--- config.mk ---
export PLATFORM = sky130hd
export DESIGN_NAME = icache_req_skid
export DESIGN_NICKNAME = d
export VERILOG_FILES = /design/src/rtl/icache_req_skid_pkg.sv /design/src/rtl/dff_ar.sv /design/src/rtl/dff_aren.sv /design/src/rtl/icache_req_skid.sv
export SDC_FILE = /design/constraint.sdc
export NUM_CORES = 1
export LEC_CHECK = 0
export CAP_MARGIN = 25
export CORE_MARGIN = 2
export CORE_UTILIZATION = 35
export CTS_CLUSTER_SIZE = 12
export DETAILED_ROUTE_END_ITERATION = 6
export PLACE_DENSITY = 0.63
export SKIP_CTS_REPAIR_TIMING = 1
export SYNTH_ARGS = -nofsm -noshare
export SYNTH_HDL_FRONTEND = slang
export SYNTH_HIERARCHICAL = 1
export SYNTH_SLANG_ARGS = --single-unit
export TNS_END_PERCENT = 20
--- constraint.sdc ---
create_clock -name clock -period 2.3 [get_ports clock]
set_input_delay 0.46 -clock clock [delete_from_list [all_inputs] [get_ports clock]]
set_output_delay 0.46 -clock clock [all_outputs]
set_load 0.05 [all_outputs]
--- src/rtl/icache_req_skid_pkg.sv ---
// rtl/icache_req_skid_pkg.sv - shared state encoding for the icache request skid buffer
package icache_req_skid_pkg;

    typedef enum logic [1:0] {
        SKID_EMPTY = 2'b00,
        SKID_BUSY  = 2'b01,
        SKID_FULL  = 2'b10
    } skid_state_e;

endpackage

--- src/rtl/dff_ar.sv ---
// rtl/dff_ar.sv - register with asynchronous active-low reset
module dff_ar #(
    parameter int               WIDTH     = 1,
    parameter logic [WIDTH-1:0] RESET_VAL = '0
) (
    input  logic             clk,
    input  logic             rst_n,
    input  logic [WIDTH-1:0] d,
    output logic [WIDTH-1:0] q
);

    always_ff @(posedge clk or negedge rst_n) begin
        if (!rst_n) begin
            q <= RESET_VAL;
        end else begin
            q <= d;
        end
    end

endmodule

--- src/rtl/dff_aren.sv ---
// rtl/dff_aren.sv - load-enable register with asynchronous active-low reset
module dff_aren #(
    parameter int               WIDTH     = 1,
    parameter logic [WIDTH-1:0] RESET_VAL = '0
) (
    input  logic             clk,
    input  logic             rst_n,
    input  logic             en,
    input  logic [WIDTH-1:0] d,
    output logic [WIDTH-1:0] q
);

    always_ff @(posedge clk or negedge rst_n) begin
        if (!rst_n) begin
            q <= RESET_VAL;
        end else if (en) begin
            q <= d;
        end
    end

endmodule

--- src/rtl/icache_req_skid.sv ---
// rtl/icache_req_skid.sv - registered fetch-request stage with one-entry skid and flush
module icache_req_skid
    import icache_req_skid_pkg::*;
#(
    parameter int ADDR_WIDTH = 32
) (
    input  logic                  clock,
    input  logic                  reset,
    input  logic                  flush,
    input  logic                  in_valid,
    output logic                  in_ready,
    input  logic [ADDR_WIDTH-1:0] in_addr,
    output logic                  out_valid,
    input  logic                  out_ready,
    output logic [ADDR_WIDTH-1:0] out_addr
);

    logic [1:0]            state_q;
    skid_state_e           state_d;
    logic                  out_en;
    logic                  skid_en;
    logic                  out_from_skid;
    logic [ADDR_WIDTH-1:0] out_d;
    logic [ADDR_WIDTH-1:0] out_q;
    logic [ADDR_WIDTH-1:0] skid_q;

    dff_ar #(.WIDTH(2)) u_state (
        .clk   (clock),
        .rst_n (reset),
        .d     (state_d),
        .q     (state_q)
    );

    dff_aren #(.WIDTH(ADDR_WIDTH)) u_out (
        .clk   (clock),
        .rst_n (reset),
        .en    (out_en),
        .d     (out_d),
        .q     (out_q)
    );

    dff_aren #(.WIDTH(ADDR_WIDTH)) u_skid (
        .clk   (clock),
        .rst_n (reset),
        .en    (skid_en),
        .d     (in_addr),
        .q     (skid_q)
    );

    assign out_d = out_from_skid ? skid_q : in_addr;

    // in_valid alone implies acceptance outside FULL: in_ready is only low there or under flush
    always_comb begin
        state_d       = SKID_EMPTY;
        out_en        = 1'b0;
        skid_en       = 1'b0;
        out_from_skid = 1'b0;
        if (!flush) begin
            case (state_q)
                SKID_EMPTY: begin
                    if (in_valid) begin
                        state_d = SKID_BUSY;
                        out_en  = 1'b1;
                    end else begin
                        state_d = SKID_EMPTY;
                    end
                end
                SKID_BUSY: begin
                    if (in_valid && out_ready) begin
                        state_d = SKID_BUSY;
                        out_en  = 1'b1;
                    end else if (in_valid) begin
                        state_d = SKID_FULL;
                        skid_en = 1'b1;
                    end else if (out_ready) begin
                        state_d = SKID_EMPTY;
                    end else begin
                        state_d = SKID_BUSY;
                    end
                end
                SKID_FULL: begin
                    if (out_ready) begin
                        state_d       = SKID_BUSY;
                        out_en        = 1'b1;
                        out_from_skid = 1'b1;
                    end else begin
                        state_d = SKID_FULL;
                    end
                end
                default: state_d = SKID_EMPTY;
            endcase
        end
    end

    // Handshakes depend only on registered state, flush and reset
    assign out_valid = (state_q != SKID_EMPTY) & ~flush;
    assign in_ready  = (state_q != SKID_FULL) & ~flush & reset;
    assign out_addr  = out_q;

endmodule

==> results by group, run 1 <==
Drt
  • DRC violations left: 0
  • Number of DRC markers in iteration 0: 25
  • Count of antenna-violating nets left after detailed routing: 0
  • Aggregate routed wire length: 6280 um
  • Per-cell via count in the routed design: 4.385
  • Average wire per standard cell: 15.32 um
  • First-pass detailed-route iteration total: 3
  • Total via count after detailed routing: 1798

Setup path
  • Arrival time reported for the critical path endpoint: 1650 ps
  • Top fanout value on the critical path: 6
  • Capturing element of the worst setup path: in_ready
  • Gate family responsible for the most delay along the worst path: buffers and inverters
  • CP Capture Type: output pin
  • Beginning of the critical path: flush
  • Worst path most repeated cell: buf_4
  • Max incr delay on CP: 430 ps
  • Setup crit start kind: input port
  • Critical path data required time: 1840 ps
  • Crit path buffers/inverters: 4
  • CP Class: in2out
  • Worst reg2reg startpoint: u_state/q[0]
  • FF-to-FF End: u_out/q[4]
  • Chain of cells forming the critical path: clkdlybuf4s50_1, buf_4, nor3b_1, buf_4, buf_12
  • FF-to-FF setup slack: 510 ps
  • Crit path max-delay cell type: clkdlybuf4s50_1
  • Number of stages on the worst setup path: 5
  • R2R depth: 4

Place
  • HPWL after DPL: 4175 um
  • Port-buffer cells: 70
  • Placer congestion estimate: 0.7151

Timing
  • Post-layout min period: 2109 ps
  • Final setup violation count: 0
  • Post-Route Skew: 10.48 ps
  • Setup TNS after final layout: 0 ps
  • Max-slew violation total from the final report: 0
  • Share of the cycle needed by the critical path after routing: 91.69%
  • Worst slew margin: 42.94%
  • RSZ-0062 raised after global routing: false
  • Transition time at the pin with the least slew margin: 855.9 ps
  • Final hold violation count: 0
  • Maximum clock frequency: 474.2 MHz

Power and ir drop
  • Leakage Power: 2.078 nW
  • Power density over the cells: 910.3 mW/mm2
  • Part of the total power dissipated in combinational logic: 34.4%
  • Power spent charging and discharging nets: 1.298 mW
  • Cell Int Power: 2.812 mW
  • Max IR drop VDD: 387.1 uV
  • Switching share of power: 31.58%
  • Sequential group share of total power: 39.5%
  • Clock network power share: 26.1%
  • Total chip power: 4.110 mW

Clocking
  • Clock root cell: clkbuf_8
  • Maximum clock path buffer count: 2
  • Clock tree from TritonCTS: yes
  • Clock-pin slew reported for the worst setup and hold paths after clock tree synthesis: 70 ps
  • Total number of clock tree sinks: 66
  • Number of H-tree levels: 3
  • Insertion delay to the later sink of the worst-skew pair: 330 ps
  • Number of buffers created by CTS: 9

Floorplanning
  • Standard cell core area: 0.009594 mm2
  • Die Wd: 102.7 um
  • Count of boundary I/O pins: 71
  • Site Rows: 36
  • Starting utilization of the core area: 35.56%
  • Die area: 0.01055 mm2
  • Die extent in y: 102.7 um

Layout
  • Total number of nets in the final design: 312
  • Fraction of layout instances using a drive strength above 1: 48.01%
  • Diode insertion count for antenna repair: 0
  • Layout overhead on the synthesized area: 32.34%

Synth
  • Gate count of the mapped netlist: 191
  • Syn_area_per_cell: 17.86 um2
  • Synthesized flop and latch total: 66
  • Post-Syn Nets: 230
  • Area of the mapped netlist: 0.003412 mm2
  • Yosys cell types: 16
  • Count of synthesis-stage warnings from yosys: 6
  • Sequential share of the synthesized area: 48.40%

Flow run
  • Max-capacitance violation count: 0

Global routing
  • Number of antenna violations at the first check in global routing: 0
  • Largest net degree at the start of global routing: 67
  • Via count of the first global-routing pass: 1916
  • Overall Global Routing Usage: 12.65%
  • Global-route wire length before repair: 10090 um
  • Total gr overflow: 0

Run status
  • Run status: complete, no violations

Worst hold path
  • Worst min-delay path class: in2async
==> per-stage QoR <==
| step | util [%] | area (um2) | worst slack [ps] | hold slack [ps] | instances |
|---|---|---|---|---|---|
| floorplan | - | 3412 | 54.63 | 164.4 | 191 |
| CTS | 47.07 | 4516 | 122.5 | 374.1 | 410 |
| global placement | 44.81 | 4299 | 40.13 | 487.6 | 395 |
| finish | 47.07 | 4516 | 191.2 | 350.7 | 410 |
| detailed placement | 44.81 | 4299 | 13.68 | 492.0 | 395 |
| global route | 47.07 | 4516 | 40.91 | 418.1 | 410 |
==> flip-flops by register name (all words and copies together) (netlist names) <==
register   flops
u_out/q       32
u_skid/q      32
u_state/q      2
==> cell usage in the layout, fill, tap and decap left out, types with 2 or more instances in the layout <==
cell type	instances
bufinv_16	2
mux2_2	8
buf_4	7
clkbuf_8	10
clkinv_2	2
nor2_1	2
ha_1	2
buf_12	9
clkdlybuf4s50_1	67
dfrtp_1	66
mux2i_1	2
mux2_4	88
==> worst min-delay path by stage <==
stage,from,end,slack (ps)
6_report,reset,u_out/q[27],350
5_1_grt,reset,u_out/q[7],420
4_1_cts,reset,u_out/q[27],370
3_5_place_dp,u_out/q[7],u_out/q[7],490
3_3_place_gp,u_skid/q[31],u_skid/q[31],490
2_1_floorplan,reset,u_out/q[0],160
==> per-layer routing <==
metal  global-route usage, %  wire [um]  vias to the layer above
met5                       0          0                        -
met4                   5.162        112                        0
met3                   3.593        327                        9
met2                   18.25       2821                       45
met1                   17.90       3018                      903
li1                        -          -                      841
==> cell type report <==
| type | count | area [um2] |
|---|---|---|
| Inverter | 1 | 3.754 |
| Clock buffer | 10 | 137.6 |
| Timing Repair Buffer | 84 | 908.4 |
| Clock inverter | 5 | 78.83 |
| Fill cell | 843 | 5079 |
| Multi-Input combinational cell | 111 | 1569 |
| Sequential cell | 66 | 1652 |
| Tap cell | 133 | 166.4 |
==> power by group through the flow <==
stage               sequential (mW)  combinational, mW  clock [mW]
floorplan                      2.06              0.554           0
global placement               1.64               1.41           0
detailed placement             1.64               1.42           0
CTS                            1.63               1.43        1.11
global route                   1.67               1.48        1.17
finish                         1.63               1.41        1.07
==> worst register-to-register path, stage by stage (launching register included) <==
cell and delay, ps:
dfrtp_1 470, nand4bb_4 400, buf_12 250, mux2_4 300
mux2_4 260
==> cell families (layout without fill, tap and decap cells) <==
logic type | after synthesis | count (layout) | share of synthesized area, %
AOI/OAI and AO/OA | 3 | 3 | 0.5865
adders and majority gates | 2 | 2 | 0.7333
buffers and inverters | 14 | 100 | 6.710
DFF | 66 | 66 | 48.40
muxes | 98 | 98 | 41.95
and+or+nand+nor | 8 | 8 | 1.614
==> Yosys cell counts <==
library cell / count / area [um2]
mux2_4: 88 / 1321
dfrtp_1: 66 / 1652
buf_12: 9 / 180.2
mux2_2: 8 / 90.09
buf_6: 4 / 45.04
nor2_1: 3 / 11.26
ha_1: 2 / 25.02
mux2i_1: 2 / 20.02
o31ai_1: 2 / 15.01
a21oi_1: 1 / 5.000
and2b_2: 1 / 8.760
inv_1: 1 / 3.750
nand3b_1: 1 / 7.510
nand4bb_1: 1 / 11.26
nor3b_1: 1 / 7.510
or3b_2: 1 / 8.760
No activity file was read; power rests on OpenSTA's default activity.
==> run 2: changes to the inputs <==
--- a/config.mk
+++ b/config.mk
@@ -10,10 +10,9 @@
 export CORE_UTILIZATION = 35
 export CTS_CLUSTER_SIZE = 12
 export DETAILED_ROUTE_END_ITERATION = 6
-export PLACE_DENSITY = 0.63
+export PLACE_DENSITY = 0.64
 export SKIP_CTS_REPAIR_TIMING = 1
 export SYNTH_ARGS = -nofsm -noshare
 export SYNTH_HDL_FRONTEND = slang
-export SYNTH_HIERARCHICAL = 1
 export SYNTH_SLANG_ARGS = --single-unit
 export TNS_END_PERCENT = 20
==> results by group, run 2 <==
Run status
  • Run status: complete, no violations

Layout
  • Layout overhead on the synthesized area: 36.21%
  • Final Instance Count excl. Fillers: 382
  • Most used cells in the layout excluding fill and tap cells: 67 x clkdlybuf4s50_1, 66 x dfrtp_1, 35 x mux2_2
  • Count of filler cells inserted in the layout: 755
  • Diode insertion count for antenna repair: 0
  • Fraction of layout instances using a drive strength above 1: 34.31%
  • Most frequent standard cell in the layout excluding fill and tap cells: clkdlybuf4s50_1
  • Area of all placed cells without fillers: 0.004184 mm2
  • Total number of nets in the final design: 308
  • Util after Layout: 48.45%
  • Largest registers: u_out.q (32), u_skid.q (32), u_state.q (2)

Timing
  • Final setup violation count: 0
  • Final Worst Setup Slack: 200.0 ps
  • RSZ-0062 raised after global routing: false
  • Post-Route Skew: 7.941 ps
  • Post-layout min period: 2100 ps
  • Share of the cycle needed by the critical path after routing: 91.31%
  • Worst-case hold slack: 315.1 ps
  • Maximum clock frequency: 476.2 MHz
  • Worst slew margin: 43.83%
  • Max-slew violation total from the final report: 0
  • Final hold violation count: 0
  • Transition time at the pin with the least slew margin: 842.5 ps

Synth
  • Yosys cell types: 17
  • Commonest register cell after synthesis: dfrtp_1
  • Synthesized flop and latch total: 66
  • Area of the mapped netlist: 0.003072 mm2
  • Gate count of the mapped netlist: 190
  • Post-Syn Nets: 229
  • Share of flip-flops with an asynchronous set or reset after synthesis: 100.0%
  • Share of the synthesized netlist area taken by xor and xnor gates: 0%
  • Syn_area_per_cell: 16.17 um2
  • Commonest cells post-synth: 66 x dfrtp_1, 35 x mux2_2, 32 x mux2_1
  • EDFF count, synth: 0
  • Most frequent cell after synthesis: dfrtp_1
  • Largest cells by area after synthesis: dfrtp_1 54%, mux2_4 15%, mux2_2 13%
  • Compound-Gate Fraction of Synth Area: 1.059%
  • Main combinational cell family by area after synthesis: multiplexers
  • Mux share of post-synthesis cell area: 39.55%
  • Sequential share of the synthesized area: 53.77%
  • Fraction of synthesized cell area taken by the top area cell type: 53.77%
  • Count of synthesis-stage warnings from yosys: 0
  • Share of synthesized cell area in full adder, half adder and majority cells: 0.8147%
  • Cell type contributing the most total cell area after synthesis: dfrtp_1
  • Simple-gate area share of the yosys netlist: 1.833%

Floorplanning
  • Die area: 0.009541 mm2
  • Die extent in y: 97.68 um
  • Starting utilization of the core area: 35.57%
  • Die Wd: 97.68 um
  • Site Rows: 34
  • Standard cell core area: 0.008636 mm2
  • Count of boundary I/O pins: 71

Global routing
  • Number of antenna violations at the first check in global routing: 0
  • Overall Global Routing Usage: 12.92%
  • Total gr overflow: 0
  • Global-route wire length before repair: 9653 um
  • Largest net degree at the start of global routing: 67
  • Via count of the first global-routing pass: 1910

Drt
  • DRC violations left: 0
  • Average wire per standard cell: 15.26 um
  • First-pass detailed-route iteration total: 4
  • Number of DRC markers in iteration 0: 52
  • Per-cell via count in the routed design: 4.626
  • Aggregate routed wire length: 5831 um
  • Total via count after detailed routing: 1767
  • Count of antenna-violating nets left after detailed routing: 0

Place
  • Placed Area: 0.003979 mm2
  • Port-buffer cells: 70
  • DP Cell Count: 366
  • HPWL after DPL: 3720 um
  • DP Worst Slack: -92.31 ps
  • Placer congestion estimate: 0.7071

Clocking
  • Clock tree from TritonCTS: yes
  • Insertion delay to the later sink of the worst-skew pair: 340 ps
  • Clock-pin slew reported for the worst setup and hold paths after clock tree synthesis: 70 ps
  • Number of H-tree levels: 3
  • Number of buffers created by CTS: 9
  • Total number of clock tree sinks: 66
  • Clock root cell: clkbuf_8
  • Maximum clock path buffer count: 2

Power and ir drop
  • Leakage Power: 1.784 nW
  • Max IR drop VDD: 297.8 uV
  • Power density over the cells: 926.7 mW/mm2

Worst hold path
  • Worst min-delay path class: in2async

Setup path
  • Critical path data required time: 1840 ps
  • Arrival time reported for the critical path endpoint: 1640 ps
  • Top fanout value on the critical path: 6
  • CP Capture Type: output pin
  • Setup crit start kind: input port
  • CP Class: in2out

Flow run
  • Max-capacitance violation count: 0
-- run 2: cell count changes in the layout (fill, tap and decap cells not counted), moves of 2 or more --
cell / delta
mux2_2: +27
clkinvlp_4: +2
nor2_1: +3
a2bb2oi_1: +2
mux2_1: +32
buf_12: -2
mux2_4: -58
buf_4: -4
-- run 2: layout make-up --
| type | instances | area (um2) | share of cell area, % |
|---|---|---|---|
| sequential | 66 | 1652 | 39.47 |
| tap | 108 | 135.1 | 3.230 |
| timing repair buffer | 78 | 838.3 | 20.04 |
| clock buffer | 12 | 155.1 | 3.708 |
| inverter | 1 | 3.754 | 0.08971 |
| multi-input combinational | 113 | 1350 | 32.27 |
| clock inverter | 4 | 50.05 | 1.196 |
-- run 2: final timing paths --
kind,depth (start not counted),end,slack (ps),start
hold / removal,2,u_state.q[1],320,reset
min in group clock,1,u_skid.q[30],490,u_skid.q[30]
max in group asynchronous,2,u_out.q[29],1430,reset
hold reg to reg,1,u_skid.q[30],490,u_skid.q[30]
setup reg to reg,5,u_out.q[8],390,u_state.q[0]
setup / recovery,4,in_ready,200,flush
-- run 2: where the power goes --
group	switching (mW)	internal [mW]
clock	0.448	0.559
combinational	0.664	0.601
sequential	0.154	1.45
-- run 2: metal layers --
| layer | up-vias | wire length (um) | share of wire (%) | track usage [%] |
|---|---|---|---|---|
| met2 | 45 | 2629 | 45 | 19.36 |
| met4 | 0 | 83 | 1.4 | 5.449 |
| met5 | - | 0 | 0 | 0 |
| met3 | 7 | 293 | 5.0 | 4.245 |
| met1 | 879 | 2825 | 48 | 17.21 |
| li1 | 836 | - | - | - |
-- run 2: kinds of logic after synthesis --
logic type,count (synthesis)
simple gates,10
compound gates,3
flops,66
fa+ha+maj,2
buf+inv,11
mux,98
-- run 2: critical path, stage by stage --
cell	delay, ps
clkdlybuf4s50_1	460
buf_4	190
nor3b_1	340
buf_12	190
-- run 2: metrics by stage --
| stage | power (mW) | setup TNS [ps] |
|---|---|---|
| 2_1_floorplan | 2.445 | 0 |
| 3_3_place_gp | 2.878 | -1201 |
| 3_5_place_dp | 2.903 | -1872 |
| 4_1_cts | 3.928 | 0 |
| 5_1_grt | 4.063 | 0 |
| 6_report | 3.878 | 0 |
==> run 3: changes to the inputs <==
--- a/config.mk
+++ b/config.mk
@@ -6,7 +6,6 @@
 export NUM_CORES = 1
 export LEC_CHECK = 0
 export CAP_MARGIN = 25
-export CORE_MARGIN = 2
 export CORE_UTILIZATION = 35
 export CTS_CLUSTER_SIZE = 12
 export DETAILED_ROUTE_END_ITERATION = 6
==> results by group, run 3 (synthesis results as in run 2) <==
Setup path
  • FF-to-FF setup slack: 410 ps
  • CP Capture Type: output pin
  • Chain of cells forming the critical path: clkdlybuf4s50_1, buf_4, nor3b_1, buf_12
  • Top fanout value on the critical path: 6
  • Crit path max-delay cell type: clkdlybuf4s50_1
  • Arrival time reported for the critical path endpoint: 1640 ps
  • Gate family responsible for the most delay along the worst path: buffers and inverters
  • CP Class: in2out
  • Max incr delay on CP: 460 ps
  • Setup crit start kind: input port
  • Crit path buffers/inverters: 3
  • Critical path data required time: 1840 ps

Floorplanning
  • Die Wd: 95.68 um
  • Die area: 0.009155 mm2
  • Count of boundary I/O pins: 71
  • Die extent in y: 95.68 um
  • Standard cell core area: 0.008341 mm2
  • Site Rows: 33
  • Starting utilization of the core area: 36.83%

Timing
  • Share of the cycle needed by the critical path after routing: 91.36%
  • Final setup violation count: 0
  • Setup TNS after final layout: 0 ps
  • Maximum clock frequency: 475.9 MHz
  • Final hold violation count: 0
  • Post-layout min period: 2101 ps
  • Post-Route Skew: 8.672 ps
  • Worst slew margin: 42.15%
  • RSZ-0062 raised after global routing: false
  • Transition time at the pin with the least slew margin: 867.8 ps
  • Final Worst Setup Slack: 198.8 ps
  • Worst-case hold slack: 313.6 ps
  • Max-slew violation total from the final report: 0

Global routing
  • Overall Global Routing Usage: 14.04%
  • Number of antenna violations at the first check in global routing: 0
  • Via count of the first global-routing pass: 1873
  • Total gr overflow: 0
  • Largest net degree at the start of global routing: 67
  • Global-route wire length before repair: 9473 um

Layout
  • Fraction of layout instances using a drive strength above 1: 34.91%
  • Total number of nets in the final design: 310
  • Largest registers: u_out.q (32), u_skid.q (32), u_state.q (2)
  • Final Instance Count excl. Fillers: 380
  • Most used cells in the layout excluding fill and tap cells: 67 x clkdlybuf4s50_1, 66 x dfrtp_1, 35 x mux2_2
  • Most frequent standard cell in the layout excluding fill and tap cells: clkdlybuf4s50_1
  • Count of filler cells inserted in the layout: 737
  • Layout overhead on the synthesized area: 36.17%
  • Diode insertion count for antenna repair: 0

Clocking
  • Clock-pin slew reported for the worst setup and hold paths after clock tree synthesis: 70 ps
  • Total number of clock tree sinks: 66
  • Clock root cell: clkbuf_8
  • Insertion delay to the later sink of the worst-skew pair: 330 ps
  • Maximum clock path buffer count: 2
  • Number of buffers created by CTS: 9
  • Clock tree from TritonCTS: yes
  • Number of H-tree levels: 3

Drt
  • Per-cell via count in the routed design: 4.695
  • Total via count after detailed routing: 1784
  • DRC violations left: 0
  • Average wire per standard cell: 15.57 um
  • First-pass detailed-route iteration total: 6
  • Number of DRC markers in iteration 0: 45
  • Count of antenna-violating nets left after detailed routing: 0
  • Aggregate routed wire length: 5915 um

Flow run
  • Max-capacitance violation count: 0

Power and ir drop
  • Cell Int Power: 2.574 mW
  • Max IR drop VDD: 474.7 uV
  • Power density over the cells: 916.7 mW/mm2
  • Power spent charging and discharging nets: 1.260 mW
  • Part of the total power dissipated in combinational logic: 33.1%
  • Leakage Power: 1.790 nW
  • Sequential group share of total power: 41.9%
  • Switching share of power: 32.86%
  • Total chip power: 3.834 mW
  • Clock network power share: 25.0%

Worst hold path
  • Worst min-delay path class: in2async

Run status
  • Run status: complete, no violations

Place
  • DP Worst Slack: -55.66 ps
  • HPWL after DPL: 3920 um
  • Port-buffer cells: 70
  • DP Cell Count: 365
  • Placer congestion estimate: 0.6420
==> run 3: final timing paths <==
path,start,end,depth (start not counted)
worst min register to register,u_skid.q[5],u_skid.q[5],1
min in group clock,u_skid.q[5],u_skid.q[5],1
max in group asynchronous,reset,u_skid.q[12],2
worst max register to register,u_state.q[0],u_out.q[24],4
worst max-delay path,flush,in_ready,4
worst min-delay path,reset,u_state.q[0],2
==> run 3: per-stage QoR <==
step	util, %	cell area (um2)
CTS	50.15	4183
detailed placement	47.84	3990
global placement	47.84	3990
global route	50.15	4183
finish	50.15	4183
floorplan	-	3072
==> run 3: routing by layer <==
| metal | global-route usage (%) | part of all wire, % | wire length [um] | vias to the layer above |
|---|---|---|---|---|
| li1 | - | - | - | 842 |
| met1 | 18.88 | 48 | 2829 | 885 |
| met2 | 20.54 | 44 | 2613 | 51 |
| met3 | 6.140 | 6.9 | 408 | 6 |
| met4 | 3.731 | 1.1 | 63 | 0 |
| met5 | 0 | 0 | 0 | - |
==> run 3: power by group through the flow <==
stage | registers, mW | logic, mW | clock network (mW)
floorplan | 2.03 | 0.412 | 0
global placement | 1.62 | 1.27 | 0
detailed placement | 1.63 | 1.28 | 0
CTS | 1.61 | 1.28 | 0.988
global route | 1.64 | 1.34 | 1.04
finish | 1.61 | 1.27 | 0.957
==> run 3: layout make-up <==
class | instances | area [um2] | area share, %
Sequential cell | 66 | 1652 | 39.49
Multi-Input combinational cell | 113 | 1350 | 32.28
Timing Repair Buffer | 80 | 853.3 | 20.40
Clock inverter | 5 | 55.05 | 1.316
Clock buffer | 10 | 137.6 | 3.290
Inverter | 1 | 3.754 | 0.08974
Tap cell | 105 | 131.4 | 3.141
